### src/rtl/debounce_sync_if.sv
// debounce_sync_if: raw input, sample tick and conditioned outputs of the debouncer
interface debounce_sync_if;
  logic en;
  logic din;
  logic q;
  logic q_bar;
  logic rise;
  logic fall;
  logic busy;
  modport master(output en, din, input q, q_bar, rise, fall, busy);
  modport slave(input en, din, output q, q_bar, rise, fall, busy);
endinterface

### src/rtl/debounce_sync.sv
// debounce_sync: metastability synchronizer followed by a counter-based debounce FSM
module debounce_sync #(
  parameter int SYNC_STAGES = 2,
  parameter int DEBOUNCE_CYCLES = 4
) (
  input logic clk,
  input logic reset,
  debounce_sync_if.slave bus
);
  localparam int CNT_W = $clog2(DEBOUNCE_CYCLES);
  localparam logic [CNT_W-1:0] CNT_MAX = CNT_W'(DEBOUNCE_CYCLES - 1);
  // bit 1 is the accepted level, bit 0 marks a pending change
  localparam logic [1:0] STABLE_LOW = 2'b00;
  localparam logic [1:0] WAIT_HIGH = 2'b01;
  localparam logic [1:0] STABLE_HIGH = 2'b10;
  localparam logic [1:0] WAIT_LOW = 2'b11;
  logic [SYNC_STAGES-1:0] sync;
  logic [1:0] state, state_n;
  logic [CNT_W-1:0] cnt, cnt_n;
  logic accept, rise_r, fall_r, s;
  assign s = sync[SYNC_STAGES-1];
  always_comb begin
    state_n = state;
    cnt_n = cnt;
    accept = 1'b0;
    if (bus.en) begin
      if (state == STABLE_LOW || state == STABLE_HIGH) begin
        if (s != state[1]) begin
          state_n = state[1] ? WAIT_LOW : WAIT_HIGH;
          cnt_n = CNT_W'(1);
        end
      end else if (s == state[1]) begin
        state_n = state[1] ? STABLE_HIGH : STABLE_LOW;
        cnt_n = '0;
      end else if (cnt == CNT_MAX) begin
        state_n = state[1] ? STABLE_LOW : STABLE_HIGH;
        cnt_n = '0;
        accept = 1'b1;
      end else begin
        cnt_n = cnt + 1'b1;
      end
    end
  end
  always_ff @(posedge clk or negedge reset) begin
    if (!reset) begin
      sync <= '0;
      state <= STABLE_LOW;
      cnt <= '0;
      rise_r <= 1'b0;
      fall_r <= 1'b0;
    end else begin
      sync <= {sync[SYNC_STAGES-2:0], bus.din};
      state <= state_n;
      cnt <= cnt_n;
      rise_r <= accept & ~state[1];
      fall_r <= accept & state[1];
    end
  end
  assign bus.q = state[1];
  assign bus.q_bar = ~state[1];
  assign bus.busy = state[0];
  assign bus.rise = rise_r;
  assign bus.fall = fall_r;
endmodule

### src/flat_wrapper.sv
// flat-port wrapper written by rule: the top's interface ports become plain ports
module debounce_sync_flat 
#(
  parameter int SYNC_STAGES = 2,
  parameter int DEBOUNCE_CYCLES = 4
)
  (clk, reset, bus_en, bus_din, bus_q, bus_q_bar, bus_rise, bus_fall, bus_busy);
  debounce_sync_if bus_i ();
  input logic clk;
  input logic reset;
  input wire logic [$bits(bus_i.en)-1:0] bus_en;
  input wire logic [$bits(bus_i.din)-1:0] bus_din;
  output wire logic [$bits(bus_i.q)-1:0] bus_q;
  output wire logic [$bits(bus_i.q_bar)-1:0] bus_q_bar;
  output wire logic [$bits(bus_i.rise)-1:0] bus_rise;
  output wire logic [$bits(bus_i.fall)-1:0] bus_fall;
  output wire logic [$bits(bus_i.busy)-1:0] bus_busy;
  assign bus_i.en = bus_en;
  assign bus_i.din = bus_din;
  assign bus_q = bus_i.q;
  assign bus_q_bar = bus_i.q_bar;
  assign bus_rise = bus_i.rise;
  assign bus_fall = bus_i.fall;
  assign bus_busy = bus_i.busy;
  debounce_sync #(.SYNC_STAGES(SYNC_STAGES), .DEBOUNCE_CYCLES(DEBOUNCE_CYCLES)) u_core (.clk(clk), .reset(reset), .bus(bus_i));
endmodule
### config.mk
export PLATFORM = sky130hd
export DESIGN_NAME = debounce_sync_flat
export DESIGN_NICKNAME = d
export VERILOG_FILES = /design/src/rtl/debounce_sync_if.sv /design/src/rtl/debounce_sync.sv /design/src/flat_wrapper.sv
export SDC_FILE = /design/constraint.sdc
export NUM_CORES = 1
export LEC_CHECK = 0
export BUFFER_PORTS_ARGS = -buffer_cell sky130_fd_sc_hd__buf_2
export CAP_MARGIN = 20
export CORE_AREA = 10 10 47 49
export DETAILED_ROUTE_END_ITERATION = 6
export DIE_AREA = 0 0 57 59
export PLACE_DENSITY = 0.45
export SLEW_MARGIN = 10
export SYNTH_ARGS = -nofsm -noshare
export SYNTH_HDL_FRONTEND = slang
export SYNTH_SLANG_ARGS = --single-unit
export TNS_END_PERCENT = 30
### constraint.sdc
create_clock -name clk -period 2.1 [get_ports clk]
set_input_delay 0.63 -clock clk [delete_from_list [all_inputs] [get_ports clk]]
set_output_delay 0.63 -clock clk [all_outputs]
set_load 0.05 [all_outputs]
## Yosys cells after proc, flatten, opt, wreduce, memory -nomap -nowiden

Index checks and enable logic that the tools add are counted.

| word-level totals | value |
|---|---|
| input port bits | 4 |
| output and inout port bits | 5 |
| logic and storage cells | 34 |
| flip-flop bits (word level) | 8 |

| operators by class | value |
|---|---|
| bitwise operators | 3 |
| muxes and demuxes | 15 |
| $add $sub $neg | 1 |
| reductions and logical operators | 5 |
| equal/unequal tests | 5 |

Operators with widths:

| operator | number |
|---|---|
| 2-bit two-way mux | 11 |
| 2-bit == test, second input constant | 2 |
| 1-bit two-way mux | 4 |
| 3-bit AND reduction | 1 |
| 3-bit nonzero test | 1 |
| 2-bit by 1-bit adder with 2-bit output, second input constant | 1 |
| 1-bit AND | 2 |
| 2-bit logical NOT | 1 |
| 2-bit != test, second input constant | 1 |
| 2-bit AND reduction | 1 |
| 1-bit == test | 1 |
| 1-bit logical OR | 1 |
| 1-bit != test | 1 |
| 1-bit inverter | 1 |

## Depth between registers and ports, before layout

Gate-level depths: netlist of the first run.

| logic depth | value |
|---|---|
| word-level depth | 6 |
| depth in mapped cells | 4 |
| mapped depth without buffers | 4 |

## Worst setup path after synthesis of the first run

Ideal clock, no wire load.

| timing path | value |
|---|---|
| path kind | register to output |
| start | reg u_core.state[1] |
| end | out bus_q_bar |
| data required time | 1.470 ns |
| stages on the path, launching flop included | 2 |
| arrival time | 1.071 ns |
| path buffers | 0 |
| slack | 0.399 ns |
| cell sequence | dfrtp_1 > inv_1 |

| between the ends | value |
|---|---|
| longest elaborated chain between the ends | 1 |

RTL lines:

| what | line | RTL |
|---|---|---|
| start: declaration | debounce_sync.sv:18 | `logic [1:0] state, state_n;` |
| start signal: assignment | debounce_sync.sv:53 | `state <= state_n;` |
| 1-bit inverter | debounce_sync.sv:60 | `assign bus.q_bar = ~state[1];` |
| end: declaration | flat_wrapper.sv:14 | `output wire logic [$bits(bus_i.q_bar)-1:0] bus_q_bar;` |

No other way between the ends.

## Final worst setup path of the first run

Same ends and word-level chain as after synthesis.

==> flow_summary.ini, run 1 <==
[status]
status = finished, final reports clean

[worst_setup_path]
crit_type = reg -> out
cp.arrival_ps = 1040
r2r_slack_ps = 860
start_kind = flip-flop
end_kind = primary output
crit_chain = inv_1, buf_2
cp.required_ps = 1470
slowest_delay_ps = 440
path_max_fanout = 5
crit_path_top_delay_cell = dfrtp_1
critical_path.top_delay_family = flip-flops
path_buf_inv = 2

[detailed_routing]
vias = 232
drt_first_pass_iters = 4
drtIter0Drc = 8
avgViaCountPerCell = 4.462
drcViolationCount = 0
ant_nets = 0
wl_um = 732
avgRoutedWirePerCell_um = 14.08

[logic_synthesis]
syn_inst = 25
synth_mux_area_frac = 0.03557
seq_area_frac_synth = 0.6324
syn-num-nets = 30
ys_seq_elements = 8
synth_cell_types = 16
yosysWarnings = 0
syn_avg_cell_area_sq_um = 12.66
yosys.area_share.simple = 0.1225
synth_compound_area_frac = 0.09486
synth_top_family_by_area = simple AND/OR/NAND/NOR gates
synth_xor_area_frac = 0.05138
syn_area_sq_um = 316.6
yosys.area_share.adder = 0.03953

[timing]
hold_violations = 0
slew_viol_final = 0
skew_ps = 4.051
setup_viol = 0
fin_crit_sh = 0.7943
final.setup.tns_ps = 0
rsz0062_at_grt = no
hold_ws_ps = 208.4
fmax_mhz = 599.5
worst-slew-pin-transition_ps = 258.7
slew_headroom = 0.8287
fin_crit_ps = 1668

[global_routing]
grt_pass1_wl_mm = 1.097
grt_overflow_total = 0
grt_usage = 0.04520
grt_pass1_vias = 276
antenna_found_initial = 0
grt_max_degree = 9

[worst_hold_path]
hold_class = in -> async

[pwr]
p_leak_nw = 0.1982
max-vdd-ir-drop_mv = 0.5821
powerDensity_mw_per_mm2 = 1429

[cells_and_area]
antenna_cells = 0
nets = 43
layout_common_cells = buf_2, dfrtp_1, clkbuf_4
layout-drive-gt1-share = 0.3889
area_delta_synth_final_pct = 26.09

[floorplanning]
fp.coreArea_sq_mm = 0.001401
placementRows = 14
start_util = 0.2259
io_pins = 9
die_h_um = 59
dieArea_sq_mm = 0.003363
die_x_um = 57

[place]
io_buffers = 8
place.detailed.hpwl_um = 599.5

[clocking]
cts_tree = built
postCtsSetupRepairBufs = 0
cts-hold-fix-buffers = 0
clk_latency_ps = 250
clk_pin_slew_worst_paths_ps = 50
clock-sinks = 8
cts_buffers = 3
cts_buffer_depth = 2
htree_levels = 1
clockRootBuffer = clkbuf_4
post_cts_resized = 0

[flow_run]
max_cap_viol_count = 0
[state kept, by name, summed over array words and instances (netlist names)]
register	flops
u_core.bus.rise	1
u_core.cnt	2
u_core.state	2
u_core.sync	2
u_core.bus.fall	1
[where the power goes]
| part | internal [mW] | switching [mW] | leakage (nW) | total, mW |
|---|---|---|---|---|
| Sequential | 0.191 | 0.0426 | 0.101 | 0.233 |
| Clock | 0.0649 | 0.0457 | 0.0138 | 0.111 |
| Combinational | 0.0711 | 0.155 | 0.0838 | 0.226 |
| Total | 0.327 | 0.244 | 0.198 | 0.570 |
[metal layers]
metal | routed length [um] | global-route usage
met4 | 0 | 0.02013
met3 | 92 | 0.04721
met5 | 0 | 0
met2 | 338 | 0.06822
met1 | 300 | 0.03860
[kinds of logic (layout without fill, tap and decap cells)]
logic type,Yosys count,after routing
mux,1,1
fa+ha+maj,1,1
flops,8,8
simple gates,7,7
xor+xnor,1,1
compound gates,5,5
buf+inv,2,13
[cell type report]
| type | count | area [sq um] |
|---|---|---|
| clock buffer | 3 | 22.52 |
| fill | 151 | 1002 |
| inverter | 2 | 7.507 |
| multi-input combinational | 15 | 108.9 |
| sequential | 8 | 200.2 |
| tap | 16 | 20.02 |
| timing repair buffer | 8 | 40.04 |
[synth_stat cells]
master   instances  area (sq um)
dfrtp_1          8         200.2
inv_1            2         7.510
nand3_1          2         10.01
a21oi_1          1         5.000
a22o_1           1         8.760
a31oi_1          1         6.260
and3_1           1         6.260
ha_1             1         12.51
mux2_2           1         11.26
nand2_1          1         3.750
nor3_1           1         5.000
nor3b_1          1         7.510
o21ai_0          1         5.000
o21ai_1          1         5.000
or2_2            1         6.260
xor2_2           1         16.27
[worst paths after layout]
path / cells past startpoint / end / from
worst max-delay path: 2 / bus_q_bar / u_core.state[1]$_DFFE_PN0P_
worst min-delay path: 1 / u_core.cnt[0]$_DFFE_PN0P_ / reset
worst max register to register: 3 / u_core.state[1]$_DFFE_PN0P_ / u_core.cnt[0]$_DFFE_PN0P_
worst min register to register: 0 / u_core.sync[1]$_DFF_PN0_ / u_core.sync[0]$_DFF_PN0_
max in group asynchronous: 1 / u_core.state[1]$_DFFE_PN0P_ / reset
min in group clk: 0 / u_core.sync[1]$_DFF_PN0_ / u_core.sync[0]$_DFF_PN0_
[metrics by stage]
stage | cell area, sq um | power, mW | worst slack [ps] | util | cells
6_report | 399.1 | 0.5703 | 431.9 | 0.2848 | 52
5_1_grt | 399.1 | 0.6104 | 360.8 | 0.2848 | 52
4_1_cts | 399.1 | 0.5804 | 416.0 | 0.2848 | 52
3_5_place_dp | 376.6 | 0.4632 | 693.5 | 0.2688 | 49
3_3_place_gp | 376.6 | 0.4372 | 714.7 | 0.2688 | 49
2_1_floorplan | 316.6 | 0.3941 | 398.7 | - | 25
No activity file was read; power rests on OpenSTA's default activity.
==> inputs of run 2 (changes only) <==
--- a/config.mk
+++ b/config.mk
@@ -10,7 +10,7 @@
 export CORE_AREA = 10 10 47 49
 export DETAILED_ROUTE_END_ITERATION = 6
 export DIE_AREA = 0 0 57 59
-export PLACE_DENSITY = 0.45
+export PLACE_DENSITY = 0.46
 export SLEW_MARGIN = 10
 export SYNTH_ARGS = -nofsm -noshare
 export SYNTH_HDL_FRONTEND = slang
==> constraint.sdc (replaced) <==
create_clock -name clk -period 1.5 [get_ports clk]
set_input_delay 0.45 -clock clk [delete_from_list [all_inputs] [get_ports clk]]
set_output_delay 0.45 -clock clk [all_outputs]
set_load 0.05 [all_outputs]
==> run 2 against run 1 <==
Total power is 43% higher. Setup slack got worse by 360 ps. First-iteration DRC count fell by 38%. Clock-buffer cell count grew 1. Critical path depth fell by 1. Global-route usage increased by 0.22 points. Utilization is 0.54 points higher. Sequential power up 41%. Register-to-register slack worse by 600 ps. Non-clock buffer count unchanged. Sequential share of layout area shrank 0.62 points. Largest power group unchanged.
==> flow_summary.ini, run 2 (synthesis results as in run 1) <==
[timing]
fin_crit_sh = 0.9545
timing.final.ws_setup_ps = 68.23
fmax_mhz = 698.4
setup_viol = 0
final.setup.tns_ps = 0
skew_ps = 7.646
slew_viol_final = 0
slew_headroom = 0.8327
fin_crit_ps = 1432
hold_violations = 0
hold_ws_ps = 26.59
worst-slew-pin-transition_ps = 252.7
rsz0062_at_grt = no

[worst_setup_path]
r2r_slack_ps = 260
path_buf_inv = 1
slowest_delay_ps = 430
critical_path.top_delay_family = flip-flops
cp.depth = 1
r2r-start = u_core.cnt[0]$_DFFE_PN0P_
crit_path_top_delay_cell = dfrtp_1
cp.required_ps = 1050
crit_type = reg -> out
cp.arrival_ps = 980
crit_start = u_core.state[0]$_DFFE_PN0P_
start_kind = flip-flop
r2r_cells = 3
crit_path_end = bus_busy
r2r-end = u_core.state[1]$_DFFE_PN0P_
path_max_fanout = 7
crit_chain = buf_2
end_kind = primary output

[detailed_routing]
avgRoutedWirePerCell_um = 13.30
wl_um = 705
vias = 242
drcViolationCount = 0
drt_first_pass_iters = 2
avgViaCountPerCell = 4.566
drtIter0Drc = 5
ant_nets = 0

[place]
io_buffers = 8
place.detailed.hpwl_um = 574.3
place_area_sq_um = 377.9
gp_congestion = 0.6310
pre_cts_ws_ps = 269.5

[clocking]
cts_tree = built
cts-hold-fix-buffers = 0
clk_latency_ps = 250
htree_levels = 1
cts_buffers = 3
clockRootBuffer = clkbuf_4
cts_buffer_depth = 2
clk_pin_slew_worst_paths_ps = 60
clock-sinks = 8

[pwr]
max-vdd-ir-drop_mv = 0.6341
p_leak_nw = 0.1994
powerDensity_mw_per_mm2 = 1999

[cells_and_area]
layout_common_cells = buf_2, dfrtp_1, clkbuf_4
antenna_cells = 0
nets = 43
area_delta_synth_final_pct = 28.46
top_regs = u_core.cnt x2, u_core.state x2, u_core.sync x2
stdcell_area_sq_um = 406.6
layout-drive-gt1-share = 0.4054

[worst_hold_path]
hold_class = in -> async

[floorplanning]
dieArea_sq_mm = 0.003363
die_h_um = 59
fp.coreArea_sq_mm = 0.001401
placementRows = 14
die_x_um = 57
start_util = 0.2259
io_pins = 9

[global_routing]
grt_pass1_vias = 268
grt_max_degree = 9
grt_overflow_total = 0
antenna_found_initial = 0
grt_usage = 0.04735
grt_pass1_wl_mm = 1.207

[status]
status = finished, final reports clean

[flow_run]
max_cap_viol_count = 0
[run 2: cell types whose count changed in the layout (fill, tap and decap cells not counted)]
| cell | previous run | this run |
|---|---|---|
| buf_2 | 8 | 7 |
| buf_4 | 0 | 1 |
| clkbuf_1 | 0 | 1 |
| dfrtp_1 | 8 | 7 |
| dfrtp_2 | 0 | 1 |
[run 2: layout make-up]
type	count	area (sq um)
repair buffers	8	42.54
clock buffers	4	26.28
fillers	159	994.7
flip-flops and latches	8	201.4
inverters	2	7.507
multi-input cells	15	108.9
well taps	16	20.02
[run 2: where the power goes]
| part | switching [mW] | internal (mW) |
|---|---|---|
| clock network | 0.0740 | 0.102 |
| registers | 0.0594 | 0.269 |
| logic | 0.207 | 0.102 |
| total | 0.340 | 0.473 |
[run 2: worst min path at each step]
stage	to	start	cells after the start	slack, ps
6_report	u_core.cnt[0]$_DFFE_PN0P_	reset	1	30
5_1_grt	u_core.cnt[0]$_DFFE_PN0P_	reset	1	30
4_1_cts	u_core.cnt[0]$_DFFE_PN0P_	reset	1	30
3_5_place_dp	u_core.bus.fall$_DFF_PN0_	reset	1	310
3_3_place_gp	u_core.bus.fall$_DFF_PN0_	reset	1	300
2_1_floorplan	u_core.bus.fall$_DFF_PN0_	reset	0	150
[run 2: timing repair]
action                                 CTS  global route
setup endpoints to repair                0             1
endpoints found under the hold margin    0             0
resized for setup                        0             2
setup buffers                            0             0
[run 2: layer usage]
metal,vias to the layer above,GRT usage,share of wire
met3,0,0.03219,0.096
met2,9,0.07132,0.46
li1,110,-,-
met1,123,0.04699,0.44
met4,0,0.03020,0
met5,-,0,0
[run 2: stage by stage]
stage / utilization / power, mW / cells
floorplan: - / 0.5542 / 25
global placement: 0.2696 / 0.6233 / 49
detailed placement: 0.2696 / 0.6375 / 49
CTS: 0.2884 / 0.8180 / 53
global route: 0.2902 / 0.8743 / 53
finish: 0.2902 / 0.8130 / 53
==> inputs of run 3 (changes only) <==
--- a/config.mk
+++ b/config.mk
@@ -8,6 +8,7 @@
 export BUFFER_PORTS_ARGS = -buffer_cell sky130_fd_sc_hd__buf_2
 export CAP_MARGIN = 20
 export CORE_AREA = 10 10 47 49
+export CTS_BUF_LIST = sky130_fd_sc_hd__clkbuf_8
 export DETAILED_ROUTE_END_ITERATION = 6
 export DIE_AREA = 0 0 57 59
 export PLACE_DENSITY = 0.46
==> run 3 against run 2 <==
Hold slack better by 31 ps. Critical endpoint is now bus_q_bar. Combinational power hardly changed. Design area is 4.6% higher. Sequential power hardly changed. Via count is 1.2% lower. Fmax is 0.80% higher. Highest routed layer unchanged.
==> flow_summary.ini, run 3 (synthesis results as in run 1) <==
[place]
place.detailed.hpwl_um = 574.3
io_buffers = 8
gp_congestion = 0.6310
place_inst = 49

[cells_and_area]
layout-drive-gt1-share = 0.4054
fin_cells = 53
antenna_cells = 0
layout_common_cells = buf_2, dfrtp_1, inv_1, clkbuf_8, nand3_1
area_delta_synth_final_pct = 34.39
nets = 43
top_regs = u_core.cnt x2, u_core.state x2, u_core.sync x2

[worst_setup_path]
crit_path_top_delay_cell = dfrtp_2
cp.arrival_ps = 970
cp.required_ps = 1050
crit_type = reg -> out
start_kind = flip-flop
crit_chain = inv_1, clkbuf_4
critical_path.top_delay_family = flip-flops
path_max_fanout = 5
end_kind = primary output
path_buf_inv = 2
slowest_delay_ps = 440

[detailed_routing]
avgViaCountPerCell = 4.509
drcViolationCount = 0
ant_nets = 0
avgRoutedWirePerCell_um = 13.23
vias = 239
drt_first_pass_iters = 2
drtIter0Drc = 5
wl_um = 701

[clocking]
clockRootBuffer = clkbuf_8
htree_levels = 1
clock-sinks = 8
post_cts_resized = 0
postCtsSetupRepairBufs = 0
cts_tree = built
clk_latency_ps = 230
cts_buffer_depth = 2
cts-hold-fix-buffers = 0
clk_pin_slew_worst_paths_ps = 40
cts_buffers = 3

[timing]
fin_crit_ps = 1420
hold_violations = 0
fmax_mhz = 704.0
slew_viol_final = 0
slew_headroom = 0.8321
worst-slew-pin-transition_ps = 253.5
fin_crit_sh = 0.9469
skew_ps = 6.197
rsz0062_at_grt = no
final.setup.tns_ps = 0
setup_viol = 0

[pwr]
seqPwrFrac = 0.368
clockPowerShare = 0.288
powerDensity_mw_per_mm2 = 2102
max-vdd-ir-drop_mv = 0.6955
switching_power_mw = 0.3467
p_int_mw = 0.5476
p_leak_nw = 0.2113
combPwrFrac = 0.344
swShare = 0.3877

[global_routing]
grt_pass1_vias = 267
grt_pass1_wl_mm = 1.214
grt_usage = 0.04778
antenna_found_initial = 0
grt_max_degree = 9
grt_overflow_total = 0

[floorplanning]
io_pins = 9
die_h_um = 59
dieArea_sq_mm = 0.003363
placementRows = 14
die_x_um = 57
start_util = 0.2259
fp.coreArea_sq_mm = 0.001401

[flow_run]
max_cap_viol_count = 0

[worst_hold_path]
hold_class = in -> async

[status]
status = finished, final reports clean
==> run 3: cell count changes in the layout (fill, tap and decap cells not counted), sizes merged <==
cell,delta
inv,+1
buf,-1
==> run 3: cell type report <==
type / instances / area, sq um
fillers: 158 / 975.9
clock inverters: 1 / 3.754
flip-flops and latches: 8 / 201.4
multi-input cells: 15 / 108.9
well taps: 16 / 20.02
repair buffers: 8 / 42.54
clock buffers: 3 / 41.29
inverters: 2 / 7.507
==> run 3: layer usage <==
layer  up-vias  global-route usage  routed length (um)
met3         0             0.03219                  67
met2         9             0.07132                 326
met4         0             0.03020                   0
met5         -                   0                   0
li1        109                   -                   -
met1       121             0.04819                 307
==> run 3: path summary, 6_finish.rpt <==
check / start / end / slack, ps / cells past startpoint
max in group asynchronous: reset / u_core.state[1]$_DFFE_PN0P_ / 1260 / 1
setup reg to reg: u_core.cnt[0]$_DFFE_PN0P_ / u_core.state[1]$_DFFE_PN0P_ / 260 / 3
setup / recovery: u_core.state[1]$_DFFE_PN0P_ / bus_q_bar / 80 / 2
min in group clk: bus_din / u_core.sync[0]$_DFF_PN0_ / 340 / 1
hold / removal: reset / u_core.cnt[0]$_DFFE_PN0P_ / 60 / 1
hold reg to reg: u_core.sync[0]$_DFF_PN0_ / u_core.sync[1]$_DFF_PN0_ / 350 / 0
==> run 3: stage by stage <==
step	utilization	cell area [sq um]	worst slack, ps	power (mW)	hold slack [ps]
2_1_floorplan	-	317.8	153.1	0.5542	154.4
3_3_place_gp	0.2696	377.9	296.9	0.6233	295.6
3_5_place_dp	0.2696	377.9	269.5	0.6375	307.1
4_1_cts	0.3018	422.9	37.83	0.9051	61.60
5_1_grt	0.3036	425.4	26.50	0.9632	66.38
6_report	0.3036	425.4	79.63	0.8943	57.25
==> run 3: power by group through the flow <==
stage	Clock [mW]	Combinational (mW)	Sequential, mW
finish	0.258	0.307	0.329
global route	0.287	0.339	0.338
CTS	0.270	0.307	0.329
detailed placement	0	0.306	0.331
global placement	0	0.300	0.324
floorplan	0	0.151	0.404
